## config.mk

```make
export PLATFORM = sky130hd
export DESIGN_NAME = mem_access_unit
export DESIGN_NICKNAME = d
export VERILOG_FILES = /design/src/rtl/mem_access_unit.sv
export SDC_FILE = /design/constraint.sdc
export NUM_CORES = 1
export LEC_CHECK = 0
export BUFFER_PORTS_ARGS = -buffer_cell sky130_fd_sc_hd__buf_2
export CORE_MARGIN = 5
export CORE_UTILIZATION = 32
export DETAILED_ROUTE_END_ITERATION = 12
export PLACE_DENSITY_LB_ADDON = 0.25
export SYNTH_ARGS = -nofsm -noshare
export SYNTH_HDL_FRONTEND = slang
export SYNTH_SLANG_ARGS = --single-unit
```

## constraint.sdc

```tcl
create_clock -name clk -period 2.07 [get_ports clk]
set_input_delay 0.207 -clock clk [delete_from_list [all_inputs] [get_ports clk]]
set_output_delay 0.207 -clock clk [all_outputs]
set_load 0.1 [all_outputs]
```

## src/rtl/mem_access_unit.sv

```systemverilog
// Memory-stage load/store unit: request/grant/response data-memory port,
// byte-lane steering for stores, and sign/zero extension for loads.
// Ports: clk, rst_n; decoded controls ex_valid, mem_write, mem_store_type,
//   wb_load, mem_load_type; ALU addr and store_data; dmem_* bus signals;
//   load_data/load_valid to writeback; misalign pulse; stall to pipeline.
// Optional build macro MISALIGN_TRAP_EN traps misaligned half/word accesses.
module mem_access_unit #(
   parameter int ADDR_WIDTH = 32
) (
   input  logic                  clk,
   input  logic                  rst_n,
   input  logic                  ex_valid,
   input  logic                  mem_write,
   input  logic [1:0]            mem_store_type,
   input  logic                  wb_load,
   input  logic [2:0]            mem_load_type,
   input  logic [ADDR_WIDTH-1:0] addr,
   input  logic [31:0]           store_data,
   output logic                  dmem_req,
   output logic                  dmem_we,
   output logic [ADDR_WIDTH-1:0] dmem_addr,
   output logic [3:0]            dmem_be,
   output logic [31:0]           dmem_wdata,
   input  logic                  dmem_gnt,
   input  logic                  dmem_rvalid,
   input  logic [31:0]           dmem_rdata,
   output logic [31:0]           load_data,
   output logic                  load_valid,
   output logic                  misalign,
   output logic                  stall
);

   typedef enum logic [1:0] {IDLE, REQ, RESP, DONE} state_t;

   state_t      state, state_nx;
   logic        access, is_st;
   logic        mis_c;
   logic [3:0]  be_c;
   logic [31:0] wdata_c;
   logic [1:0]  a_lsb;
   logic [2:0]  ld_type;
   logic        is_ld, mis_q;
   logic [7:0]  byte_l;
   logic [15:0] half_l;
   logic [31:0] ext;

   // Load wins if decode ever flags both; store type 11 is a no-op.
   assign is_st  = mem_write & (mem_store_type != 2'b11);
   assign access = ex_valid & (wb_load | is_st);

   always_comb begin
      be_c    = 4'b1111;
      wdata_c = store_data;
      if (!wb_load) begin
         case (mem_store_type)
            2'b00: begin
               be_c    = 4'b0001 << addr[1:0];
               wdata_c = {4{store_data[7:0]}};
            end
            2'b01: begin
               be_c    = 4'b0011 << {addr[1], 1'b0};
               wdata_c = {2{store_data[15:0]}};
            end
            default: ;
         endcase
      end
   end

`ifdef MISALIGN_TRAP_EN
   always_comb begin
      mis_c = 1'b0;
      if (wb_load) begin
         case (mem_load_type)
            3'b001, 3'b100: mis_c = addr[0];
            3'b010, 3'b111: mis_c = |addr[1:0];
            default:        mis_c = 1'b0;
         endcase
      end else begin
         case (mem_store_type)
            2'b01:   mis_c = addr[0];
            2'b10:   mis_c = |addr[1:0];
            default: mis_c = 1'b0;
         endcase
      end
   end
`else
   // Without trapping, lane selection simply ignores the low bits.
   assign mis_c = 1'b0;
`endif

   assign byte_l = dmem_rdata[{a_lsb, 3'b000} +: 8];
   assign half_l = dmem_rdata[{a_lsb[1], 4'b0000} +: 16];

   always_comb begin
      case (ld_type)
         3'b000:  ext = {{24{byte_l[7]}}, byte_l};
         3'b001:  ext = {{16{half_l[15]}}, half_l};
         3'b011:  ext = {24'd0, byte_l};
         3'b100:  ext = {16'd0, half_l};
         default: ext = dmem_rdata;
      endcase
   end

   always_ff @(posedge clk or negedge rst_n) begin
      if (!rst_n) begin
         state      <= IDLE;
         dmem_we    <= 1'b0;
         dmem_addr  <= '0;
         dmem_be    <= 4'b0000;
         dmem_wdata <= 32'd0;
         load_data  <= 32'd0;
         a_lsb      <= 2'b00;
         ld_type    <= 3'b000;
         is_ld      <= 1'b0;
         mis_q      <= 1'b0;
      end else begin
         state <= state_nx;
         if (state == IDLE && access) begin
            a_lsb   <= addr[1:0];
            ld_type <= mem_load_type;
            is_ld   <= wb_load;
            mis_q   <= mis_c;
            if (!mis_c) begin
               dmem_we    <= ~wb_load;
               dmem_addr  <= {addr[ADDR_WIDTH-1:2], 2'b00};
               dmem_be    <= be_c;
               dmem_wdata <= wdata_c;
            end
         end
         if (state == RESP && dmem_rvalid)
            load_data <= ext;
      end
   end

   always_comb begin
      state_nx   = state;
      dmem_req   = 1'b0;
      stall      = 1'b0;
      load_valid = 1'b0;
      misalign   = 1'b0;
      case (state)
         IDLE: begin
            stall = access;
            if (access)
               state_nx = mis_c ? DONE : REQ;
         end
         REQ: begin
            dmem_req = 1'b1;
            stall    = 1'b1;
            if (dmem_gnt)
               state_nx = is_ld ? RESP : DONE;
         end
         RESP: begin
            stall = 1'b1;
            if (dmem_rvalid)
               state_nx = DONE;
         end
         DONE: begin
            load_valid = is_ld & ~mis_q;
            misalign   = mis_q;
            state_nx   = IDLE;
         end
         default: state_nx = IDLE;
      endcase
   end

endmodule

```

==> results.json <==
{
  "status": "finished, final reports clean",
  "r2r_slack_ns": 0.22,
  "viasPerCell": 4.91,
  "final_cells": 952,
  "worst-path-stages": 5,
  "die_h_um": 141,
  "fin_skew_ns": 0.00527,
  "dr.pass1.iters": 5,
  "clock_path_buffers": 2,
  "dieArea_um2": 19800,
  "ant_nets": 0,
  "max_cap_viol_count": 0,
  "fp.dieW_um": 141,
  "area_growth_pct": 29.6,
  "cts_tree": "yes",
  "min_delay_worst_endpoint": "ld_type[1]$_DFFE_PN0P_",
  "finalCritPeriodShare_pct": 95.1,
  "grt_pass1_vias": 4959,
  "yosys.area.top_type_share_pct": 49.1,
  "syn_area_um2": 5460,
  "reg2reg_depth": 5,
  "hold_start": "mem_load_type[1]",
  "clkLatencyLatePin_ns": 0.35,
  "final_layout_size_suffix_gt1_share_pct": 41.6,
  "drt-initial-drc-count": 153,
  "wl_um": 15700,
  "path_cells": "inv_1, ha_1, o211ai_4, a21oi_4, buf_4",
  "synth_area_per_cell_um2": 10.4,
  "clkSinkCount": 107,
  "port-buffer-count": 209,
  "cts_buffers": 9,
  "grt_setup_unrepaired": "false",
  "ys_warn_count": 0,
  "crit_path_max_incr_delay_ns": 0.44,
  "fin_tns_setup_ns": 0,
  "hold_viol": 0,
  "critical_path_class": "reg -> out",
  "gr-usage-all-layers_pct": 15.7,
  "post_cts_buffers": 0,
  "seq_area_frac_synth_pct": 49.1,
  "relSlewSlack_pct": 61.9,
  "antenna_found_initial": 2,
  "synth.largest_area_cell": "dfrtp_1",
  "reg2reg_from": "state[0]$_DFFE_PN0P_",
  "drcViolationCount": 0,
  "reg2reg_to": "dmem_addr[15]$_DFFE_PN0P_",
  "worstMarginPinSlew_ns": 0.570,
  "synth-seq-cells": 107,
  "fillCellCount": 1612,
  "critPathLaunchType": "register",
  "wl_per_cell_um": 16.5,
  "via_count": 4675,
  "slew_viol_final": 0,
  "num_io_pins": 213,
  "fp-row-count": 47,
  "ys_types": 51,
  "final_net_count": 840,
  "start_util_pct": 32.8,
  "fmax_ghz": 0.508,
  "gp_congestion": 0.833,
  "async_reset_ff_share_pct": 100,
  "ys.flop_type": "dfrtp_1",
  "finalCriticalPeriod_ns": 1.97,
  "htreeDepth": 3,
  "worstPathMaxFanout": 5,
  "min_path_cells": 2,
  "cp_num_buf_inv": 2,
  "cp_top_family": "buffers and inverters",
  "grt_max_degree": 90,
  "path_clk_slew_ns": 0.07,
  "crit_path_end_kind": "primary output",
  "coreArea_um2": 16600,
  "overflow": 0,
  "synthTopCellsByArea": "dfrtp_1, mux2_2, mux2i_1",
  "worst_path_max_delay_cell": "dfrtp_1",
  "grt_pass1_wl_um": 25200,
  "cts_root_buf": "clkbuf_16",
  "dpl.cell_count": 934,
  "arrival_ns": 1.76,
  "hp-class": "in -> reg",
  "finalSetupViolCount": 0,
  "critPathRequiredTime_ns": 1.86,
  "synthCells": 527,
  "place_hpwl_um": 12000,
  "synth_edf_count": 0
}
-- cell usage after synthesis (3+ instances only) --
cell type	n
dfrtp_1	107
nand2_1	82
o21ai_0	59
mux2_2	39
mux2i_1	34
nor2_1	23
a21oi_1	19
inv_1	17
a221oi_1	16
buf_2	15
clkbuf_1	12
a21oi_2	10
a31oi_1	8
buf_6	8
o211ai_1	7
o22ai_1	7
and3_1	6
buf_4	6
ha_1	6
mux2_1	5
a21o_1	3
nand3_1	3
nor2b_1	3
-- logic make-up after synthesis --
family | share of synthesized area (%)
buffers and inverters | 5.92
and+or+nand+nor | 10.6
muxes | 15.6
adders and majority gates | 1.38
AOI/OAI and AO/OA | 17.2
xor gates and xnor gates | 0.161
other | 0.0687
DFF | 49.1
-- cell usage in the layout (no fill, tap or decap), types with 3 or more instances in the layout --
master,count
a21oi_1,18
dfrtp_1,107
inv_1,17
a221oi_1,16
ha_1,6
o21ai_0,59
mux2_2,39
buf_2,207
buf_12,3
buf_4,17
clkbuf_16,9
and3_1,6
mux2_1,5
mux2i_1,34
a21o_1,3
nand2_1,82
o22ai_1,7
o211ai_1,7
nand3_1,3
nor2_1,23
a31oi_1,8
a21oi_2,10
conb_1,3
-- worst reg2reg max path: cells and delay by family (launching register included) --
family	cells	cell delay [ns]
compound gates	1	0.12
fa+ha+maj	1	0.27
flops	1	0.42
buf+inv	2	0.50
mux	1	0.44
-- worst max-delay path by stage --
stage	start	slack (ns)	to
2_1_floorplan	state[1]$_DFFE_PN0P_	0.07	state[1]$_DFFE_PN0P_
3_3_place_gp	state[0]$_DFFE_PN0P_	0.29	dmem_addr[15]$_DFFE_PN0P_
3_5_place_dp	state[0]$_DFFE_PN0P_	0.20	dmem_addr[15]$_DFFE_PN0P_
4_1_cts	state[1]$_DFFE_PN0P_	0.07	stall
5_1_grt	state[0]$_DFFE_PN0P_	0.01	stall
6_report	state[1]$_DFFE_PN0P_	0.10	stall
-- sequential cells by signal, summed over array words and instances, names as in the netlist --
signal / cells
state: 2
is_ld: 1
dmem_be: 4
dmem_wdata: 32
ld_type: 3
load_data: 32
a_lsb: 2
dmem_addr: 30
dmem_we: 1
-- through the flow --
| step | worst slack [ns] | cell area [µm²] | hold WS, ns | util, % |
|---|---|---|---|---|
| after detailed placement | 0.205 | 6720 | 0.206 | 40.4 |
| final | 0.101 | 7070 | 0.0613 | 42.5 |
| after global placement | 0.295 | 6720 | 0.201 | 40.4 |
| after CTS | 0.0698 | 7070 | 0.0436 | 42.5 |
| after global routing | 0.0117 | 7070 | 0.0554 | 42.5 |
| after floorplan | 0.0726 | 5480 | -0.0886 | - |
-- metal layers --
layer  track usage (%)  vias to the layer above  part of all wire (%)
li1                  -                     2241                     -
met1              19.0                     2214                    41
met2              25.6                      190                    47
met3              5.59                       28                   9.5
met4              6.32                        2                   2.6
met5                 0                        -                 0.045
-- what timing repair did --
action                                 4_1_cts  5_1_grt
gates resized for setup                      1        1
pin swaps                                    0        0
endpoints found under the hold margin       30        0
setup endpoints to repair                    1        1
hold buffers                                 1        0
-- area by class of cell --
class                           instances  area (µm²)  area share [%]
Inverter                               17        63.8           0.902
Timing Repair Buffer                  228        1230            17.4
Clock buffer                           10         239            3.38
Tap cell                              220         275            3.89
Antenna cell                            1        2.50          0.0354
Multi-Input combinational cell        363        2490            35.1
Clock inverter                          6        96.3            1.36
Sequential cell                       107        2680            37.8
Power is left out: the tool's default activity adds up to more than one toggle a clock period on the data nets, which glitch-free logic cannot reach.
